### src/rtl/temp_sample_ctrl.sv
// temp_sample_ctrl
//   Sequences temperature sampling: periodic or on-demand reads from a sensor
//   reader, hands each raw sample to an external combinational converter for
//   one cycle, registers the converted value and tracks signed raw min/max.
//   A change of the unit select between samples reconverts the stored raw
//   value without touching the sensor.
//
// Ports
//   clk, rst             system clock, async active-high reset
//   en                   level, enables periodic sampling
//   start                pulse, immediate sample request
//   c_f                  unit select (0 = degC, 1 = degF)
//   clr_minmax           pulse, clears min/max tracking
//   rd_req / rd_ack      handshake to sensor reader, rd_data valid with rd_ack
//   rd_data[12:0]        raw two's-complement sample, 1/16 degC per LSB
//   conv_tc, conv_cf     operand/unit to external converter (held outside CONV)
//   conv_tx10[16:0]      converter result
//   tx10, raw            last converted value / last raw sample
//   raw_min, raw_max     signed min/max of raw since reset or clear
//   valid                one-cycle pulse when tx10 updates
//   busy                 high outside IDLE/WAIT
//   err                  sticky ack-timeout flag
//
// state | meaning
// ------+------------------------------------------------------------
// IDLE  | sampling disabled, period counter held at 0
// WAIT  | counting down the sample period
// REQ   | rd_req asserted, waiting for rd_ack or timeout
// CONV  | converter operands presented, result registered at end of cycle
// DONE  | valid pulse, return to WAIT/IDLE

module temp_sample_ctrl #(
    parameter int SAMPLE_PERIOD = 100_000_000,
    parameter int ACK_TIMEOUT   = 1024
) (
    input  logic        clk,
    input  logic        rst,
    input  logic        en,
    input  logic        start,
    input  logic        c_f,
    input  logic        clr_minmax,
    output logic        rd_req,
    input  logic        rd_ack,
    input  logic [12:0] rd_data,
    output logic [12:0] conv_tc,
    output logic        conv_cf,
    input  logic [16:0] conv_tx10,
    output logic [16:0] tx10,
    output logic [12:0] raw,
    output logic [12:0] raw_min,
    output logic [12:0] raw_max,
    output logic        valid,
    output logic        busy,
    output logic        err
);

    localparam int PW = (SAMPLE_PERIOD > 1) ? $clog2(SAMPLE_PERIOD) : 1;
    localparam int AW = (ACK_TIMEOUT > 1) ? $clog2(ACK_TIMEOUT) : 1;
    localparam logic [PW-1:0] PER_TC = PW'(SAMPLE_PERIOD - 1);
    localparam logic [AW-1:0] ACK_TC = AW'(ACK_TIMEOUT - 1);

    // Empty-tracker values: largest positive / most negative 13-bit numbers,
    // so the first compare after reset or clear simply loads the sample.
    localparam logic [12:0] MIN_INIT = 13'h0FFF;
    localparam logic [12:0] MAX_INIT = 13'h1000;

    typedef enum logic [2:0] {
        S_IDLE = 3'd0,
        S_WAIT = 3'd1,
        S_REQ  = 3'd2,
        S_CONV = 3'd3,
        S_DONE = 3'd4
    } state_t;

    state_t         state;
    state_t         state_nxt;
    logic [PW-1:0]  per_cnt;
    logic [AW-1:0]  ack_cnt;
    logic           unit;
    logic           captured;
    logic           reconv;
    logic           per_tc;
    logic           ack_tc;
    logic           unit_chg;
    logic           enter_reconv;

    assign per_tc       = (per_cnt == PER_TC);
    assign ack_tc       = (ack_cnt == ACK_TC);
    assign unit_chg     = captured && (c_f != unit);
    assign enter_reconv = (state == S_IDLE || state == S_WAIT) && (state_nxt == S_CONV);

    // State register
    always_ff @(posedge clk or posedge rst) begin
        if (rst) begin
            state <= S_IDLE;
        end else begin
            state <= state_nxt;
        end
    end

    // Next-state logic
    always_comb begin
        state_nxt = state;
        case (state)
            S_IDLE: begin
                if (start)         state_nxt = S_REQ;
                else if (unit_chg) state_nxt = S_CONV;
                else if (en)       state_nxt = S_WAIT;
            end
            S_WAIT: begin
                // start and terminal count in the same cycle collapse into one REQ
                if (start)         state_nxt = S_REQ;
                else if (!en)      state_nxt = S_IDLE;
                else if (per_tc)   state_nxt = S_REQ;
                else if (unit_chg) state_nxt = S_CONV;
            end
            S_REQ: begin
                if (rd_ack)      state_nxt = S_CONV;
                else if (ack_tc) state_nxt = en ? S_WAIT : S_IDLE;
            end
            S_CONV: state_nxt = S_DONE;
            S_DONE: state_nxt = en ? S_WAIT : S_IDLE;
            default: state_nxt = S_IDLE;
        endcase
    end

    // Outputs decoded from state
    always_comb begin
        rd_req = (state == S_REQ);
        valid  = (state == S_DONE);
        busy   = (state == S_REQ) || (state == S_CONV) || (state == S_DONE);
    end

    // Datapath, counters and flags
    always_ff @(posedge clk or posedge rst) begin
        if (rst) begin
            per_cnt  <= '0;
            ack_cnt  <= '0;
            unit     <= 1'b0;
            captured <= 1'b0;
            reconv   <= 1'b0;
            raw      <= '0;
            tx10     <= '0;
            conv_tc  <= '0;
            conv_cf  <= 1'b0;
            raw_min  <= MIN_INIT;
            raw_max  <= MAX_INIT;
            err      <= 1'b0;
        end else begin
            // Period counter restarts on every real sample so the period is
            // measured from the end of one sample to the next request. During
            // a reconvert it keeps running but parks at terminal count so the
            // pending sample fires on return to WAIT.
            if (state_nxt == S_IDLE || (state_nxt == S_REQ && state != S_REQ)) begin
                per_cnt <= '0;
            end else if (state == S_WAIT) begin
                per_cnt <= per_tc ? '0 : per_cnt + PW'(1);
            end else if (reconv && !per_tc) begin
                per_cnt <= per_cnt + PW'(1);
            end

            if (state == S_REQ && !ack_tc) begin
                ack_cnt <= ack_cnt + AW'(1);
            end else if (state != S_REQ) begin
                ack_cnt <= '0;
            end

            if (state_nxt == S_CONV) begin
                reconv <= enter_reconv;
            end else if (state_nxt != S_DONE) begin
                reconv <= 1'b0;
            end

            if (state == S_REQ && rd_ack) begin
                raw      <= rd_data;
                unit     <= c_f;
                captured <= 1'b1;
                conv_tc  <= rd_data;
                conv_cf  <= c_f;
            end else if (enter_reconv) begin
                unit    <= c_f;
                conv_tc <= raw;
                conv_cf <= c_f;
            end

            if (state == S_REQ && !rd_ack && ack_tc) begin
                err <= 1'b1;
            end

            if (state == S_CONV) begin
                tx10 <= conv_tx10;
                // A clear landing on the update cycle restarts tracking with
                // this sample.
                if (clr_minmax) begin
                    raw_min <= raw;
                    raw_max <= raw;
                end else begin
                    if ($signed(raw) < $signed(raw_min)) raw_min <= raw;
                    if ($signed(raw) > $signed(raw_max)) raw_max <= raw;
                end
            end else if (clr_minmax) begin
                raw_min <= MIN_INIT;
                raw_max <= MAX_INIT;
            end
        end
    end

endmodule
### config.mk
export PLATFORM = sky130hd
export DESIGN_NAME = temp_sample_ctrl
export DESIGN_NICKNAME = d
export VERILOG_FILES = /design/src/rtl/temp_sample_ctrl.sv
export SDC_FILE = /design/constraint.sdc
export NUM_CORES = 1
export LEC_CHECK = 0
export ABC_AREA = 1
export ABC_CLOCK_PERIOD_IN_PS = 8100
export CELL_PAD_IN_SITES_DETAIL_PLACEMENT = 1
export CELL_PAD_IN_SITES_GLOBAL_PLACEMENT = 1
export CORE_UTILIZATION = 42
export DETAILED_ROUTE_END_ITERATION = 6
export PLACE_DENSITY_LB_ADDON = 0.1
export SYNTH_ARGS = -nofsm -noshare
export SYNTH_HDL_FRONTEND = slang
export SYNTH_SLANG_ARGS = --single-unit
### constraint.sdc
create_clock -name clk -period 8.1 [get_ports clk]
set_input_delay 2.43 -clock clk [delete_from_list [all_inputs] [get_ports clk]]
set_output_delay 2.43 -clock clk [all_outputs]
set_load 0.01 [all_outputs]
==> impl_metrics.ini <==
[status]
result_of_the_run = finished, final reports clean

[global_route]
groute.layer.met2.usage = 0.4677
antenna_found_initial = 0
grt.met1_usage = 0.3237
gr-total-overflow = 0
gr-usage-all-layers = 0.2631
globalRoute.busiestLayer = met2
vias_in_the_first_global_route = 6591
grt_first_pass_wirelength_um = 33230
use_met3 = 0.04648
grt_max_degree = 64

[setup_path]
largest_fanout_of_any_net_on_the_critical_path = 11
worst_setup_path_end_kind = output port
worst_setup_path_start_kind = register
cpLargestDelayFamily = buffers and inverters
timing_worst_setup_path_type = register to output port
critical_path.n_buffers_inverters = 1
critical_path_required_ps = 5670
critical-path-slowest-cell = sky130_fd_sc_hd__clkdlybuf4s50_1
critical-path-max-stage-delay_ps = 640
crit_arrival_ps = 2110
cp_cell_sequence = nand2_1 > nor2_2 > clkdlybuf4s50_1

[logic_synthesis]
synth.area.top_cells = sky130_fd_sc_hd__dfrtp_1 (38%), sky130_fd_sc_hd__nand2_1 (16%), sky130_fd_sc_hd__nand3_1 (8.0%)
synth_nets = 918
synth_edf_count = 0
ys_seq_area_frac = 0.4325
dominantRegCellSynth = sky130_fd_sc_hd__dfrtp_1
post_synth_inst_count = 854
synth-warning-count = 0
syn_avg_cell_area_um2 = 7.699
synth-async-reset-ratio = 1.000
synth-adder-area-share = 0.05138
synth-seq-cells = 113
synth-simple-area-share = 0.3461
synth_area_leader_cell = sky130_fd_sc_hd__dfrtp_1
netlist_area_mm2 = 0.006575
synth_top_family_by_area = simple AND/OR/NAND/NOR gates
synth-compound-area-share = 0.05119
synthMuxAreaShare = 0
post_synth_xor_area_fraction = 0.03064
netlist-cell-type-count = 40
synthDominantCellAreaShare = 0.3806

[floorplanning]
die_h_um = 127.1
io_pins = 111
core_area_mm2 = 0.01526
fp-row-count = 45
floorplan.initialDensity = 0.4309
die_area_mm2 = 0.01616
floorplan.die.width_um = 127.1

[clocking]
clk-insertion-delay-late_ps = 420
cts_resized = 0
clkSinkCount = 113
cts-buffers-inserted = 17
cts_buffer_depth = 2
postCtsHoldBufs = 0
h-tree-depth = 4
root_buffer = sky130_fd_sc_hd__clkbuf_16
post_cts_repair_timing_setup_buffer_count = 0
clkTransAtPathRegs_ps = 60
tritoncts_clock_tree = yes

[detailed_routing]
finalWirelength_um = 19760
drt-initial-drc-count = 327
drc = 0
detail_route.wl_per_cell_um = 16.75
num_vias = 6107
number_of_nets_with_antenna_violations_after_routing = 0
drt-vias-per-instance = 5.175
drt_first_pass_iters = 4

[cells_and_area]
multi_input_comb_area_mm2 = 0.003152
final_layout_size_suffix_gt1_frac = 0.09082
final-seq-area_mm2 = 0.002844
finish.net_count = 1020
antenna_cells_inserted = 0
area_growth_pct = 27.29
final.fill_count = 1860

[sta]
timing_max_transition_violations_final = 0
setup_skew_after_layout_ps = 10.18
tightestPinTransition_ps = 889.1
fin_crit_ps = 4543
hold_viol_final = 0
fmaxAchievable_ghz = 0.2201
finalSetupTns_ps = 0
setup-violations-final = 0
finalCritPeriodShare = 0.5609
grt_setup_unrepaired = no
maxSlewHeadroom = 0.4073

[pwr]
leakagePower_nw = 4.149
total_power_mw = 3.168
power.density_cell_area_mw_per_mm2 = 378.6
peak_vdd_ir_uv = 197.6

[placed_design]
port-buffer-count = 110
hpwl_after_detailed_placement_um = 14350
gp_congestion = 0.8679

[job]
maxCapViolCount = 0

[min_path]
worst_hold_path_type = register to register
## sequential cells by signal, summed over array words and instances, names as in the netlist
| register | cells |
|---|---|
| conv_tc | 13 |
| raw_max | 13 |
| tx10 | 17 |
| raw_min | 13 |
| ack_cnt | 10 |
| unit | 1 |
| reconv | 1 |
| err | 1 |
| raw | 13 |
| captured | 1 |
| per_cnt | 27 |
| state | 3 |
## cell usage after synthesis, drive strengths merged (2+ instances only)
library cell  instances
a21oi                24
a31oi                 2
buf                  19
clkbuf               11
clkinv                3
dfrtp               100
dfstp                13
ha                   27
inv                 100
nand2               294
nand3               121
nand4                 8
nor2                 58
nor3                 11
nor3b                 3
o21ai                25
o21bai                2
or2                   3
xnor2                 8
xor2                 15
## cell families (layout without fill, tap and decap cells)
logic type | after synthesis | count (layout)
simple gates | 499 | 499
buf+inv | 133 | 248
flops | 113 | 113
compound gates | 59 | 59
fa+ha+maj | 27 | 27
xor+xnor | 23 | 23
## through the flow
step | hold WS, ps | setup slack [ps] | cells | instance area [um^2] | util
after floorplan | 440.0 | 2704 | 854 | 6575 | -
after global placement | 456.2 | 3629 | 1148 | 7774 | 0.5095
after detailed placement | 461.3 | 3421 | 1148 | 7774 | 0.5095
after CTS | 477.5 | 3549 | 1180 | 8369 | 0.5485
after global routing | 494.5 | 3421 | 1180 | 8369 | 0.5485
final | 470.0 | 3557 | 1180 | 8369 | 0.5485
## per-layer routing
metal  up-vias  routed length, um
met5         -                  0
met4         0                285
met3        27                829
met2       129               9976
met1      3031               8670
li1       2920                  -
## final timing paths
check	slack [ps]	end	cells after the start	startpoint
setup reg to reg	5160	per_cnt[2]	8	state[1]
setup / recovery	3560	rd_req	3	state[1]
hold / removal	470	err	1	err
min in group asynchronous	2480	tx10[8]	2	rst
max in group asynchronous	4330	per_cnt[7]	3	rst
hold reg to reg	470	err	1	err
## worst reg2reg max path, stage by stage, from the launching register on
cell and delay (ps):
sky130_fd_sc_hd__dfrtp_1 460, sky130_fd_sc_hd__nand2_1 150, sky130_fd_sc_hd__nor2_2 450, sky130_fd_sc_hd__inv_1 260
sky130_fd_sc_hd__nor2_4 530, sky130_fd_sc_hd__a21oi_2 150, sky130_fd_sc_hd__nand4_4 540, sky130_fd_sc_hd__nand3_1 220
sky130_fd_sc_hd__nand2_1 110
## cell type report
class                      instances  share of cell area
clock buffer                      27             0.05890
clock inverter                     5             0.01226
inverter                         103             0.04664
multi-input combinational        608              0.3766
sequential                       113              0.3398
tap                              211             0.03154
timing repair buffer             113              0.1343
## cells in the final DEF (no fill, tap or decap), drive strengths merged
| cell | n |
|---|---|
| a211oi | 1 |
| nand3b | 1 |
| buf | 3 |
| o21ai | 25 |
| ha | 27 |
| clkinvlp | 1 |
| xnor2 | 8 |
| a31oi | 2 |
| nand4 | 8 |
| clkdlybuf4s50 | 110 |
| clkbuf | 27 |
| a21oi | 24 |
| a311oi | 1 |
| dfstp | 13 |
| dfrtp | 100 |
| o21a | 1 |
| o21bai | 2 |
| o221a | 1 |
| nor2 | 58 |
| xor2 | 15 |
| nand3 | 121 |
| inv | 100 |
| o211a | 1 |
| or2 | 3 |
| o2111a | 1 |
| bufinv | 3 |
| nand2 | 294 |
| clkinv | 4 |
| nor3b | 3 |
| nor3 | 11 |
## where the power goes
| part | switching, mW | total (mW) | internal [mW] |
|---|---|---|---|
| Clock | 0.258 | 0.765 | 0.508 |
| Combinational | 0.892 | 1.46 | 0.573 |
| Sequential | 0.170 | 0.938 | 0.769 |
| Total | 1.32 | 3.17 | 1.85 |
No activity file was read; power rests on OpenSTA's default activity.
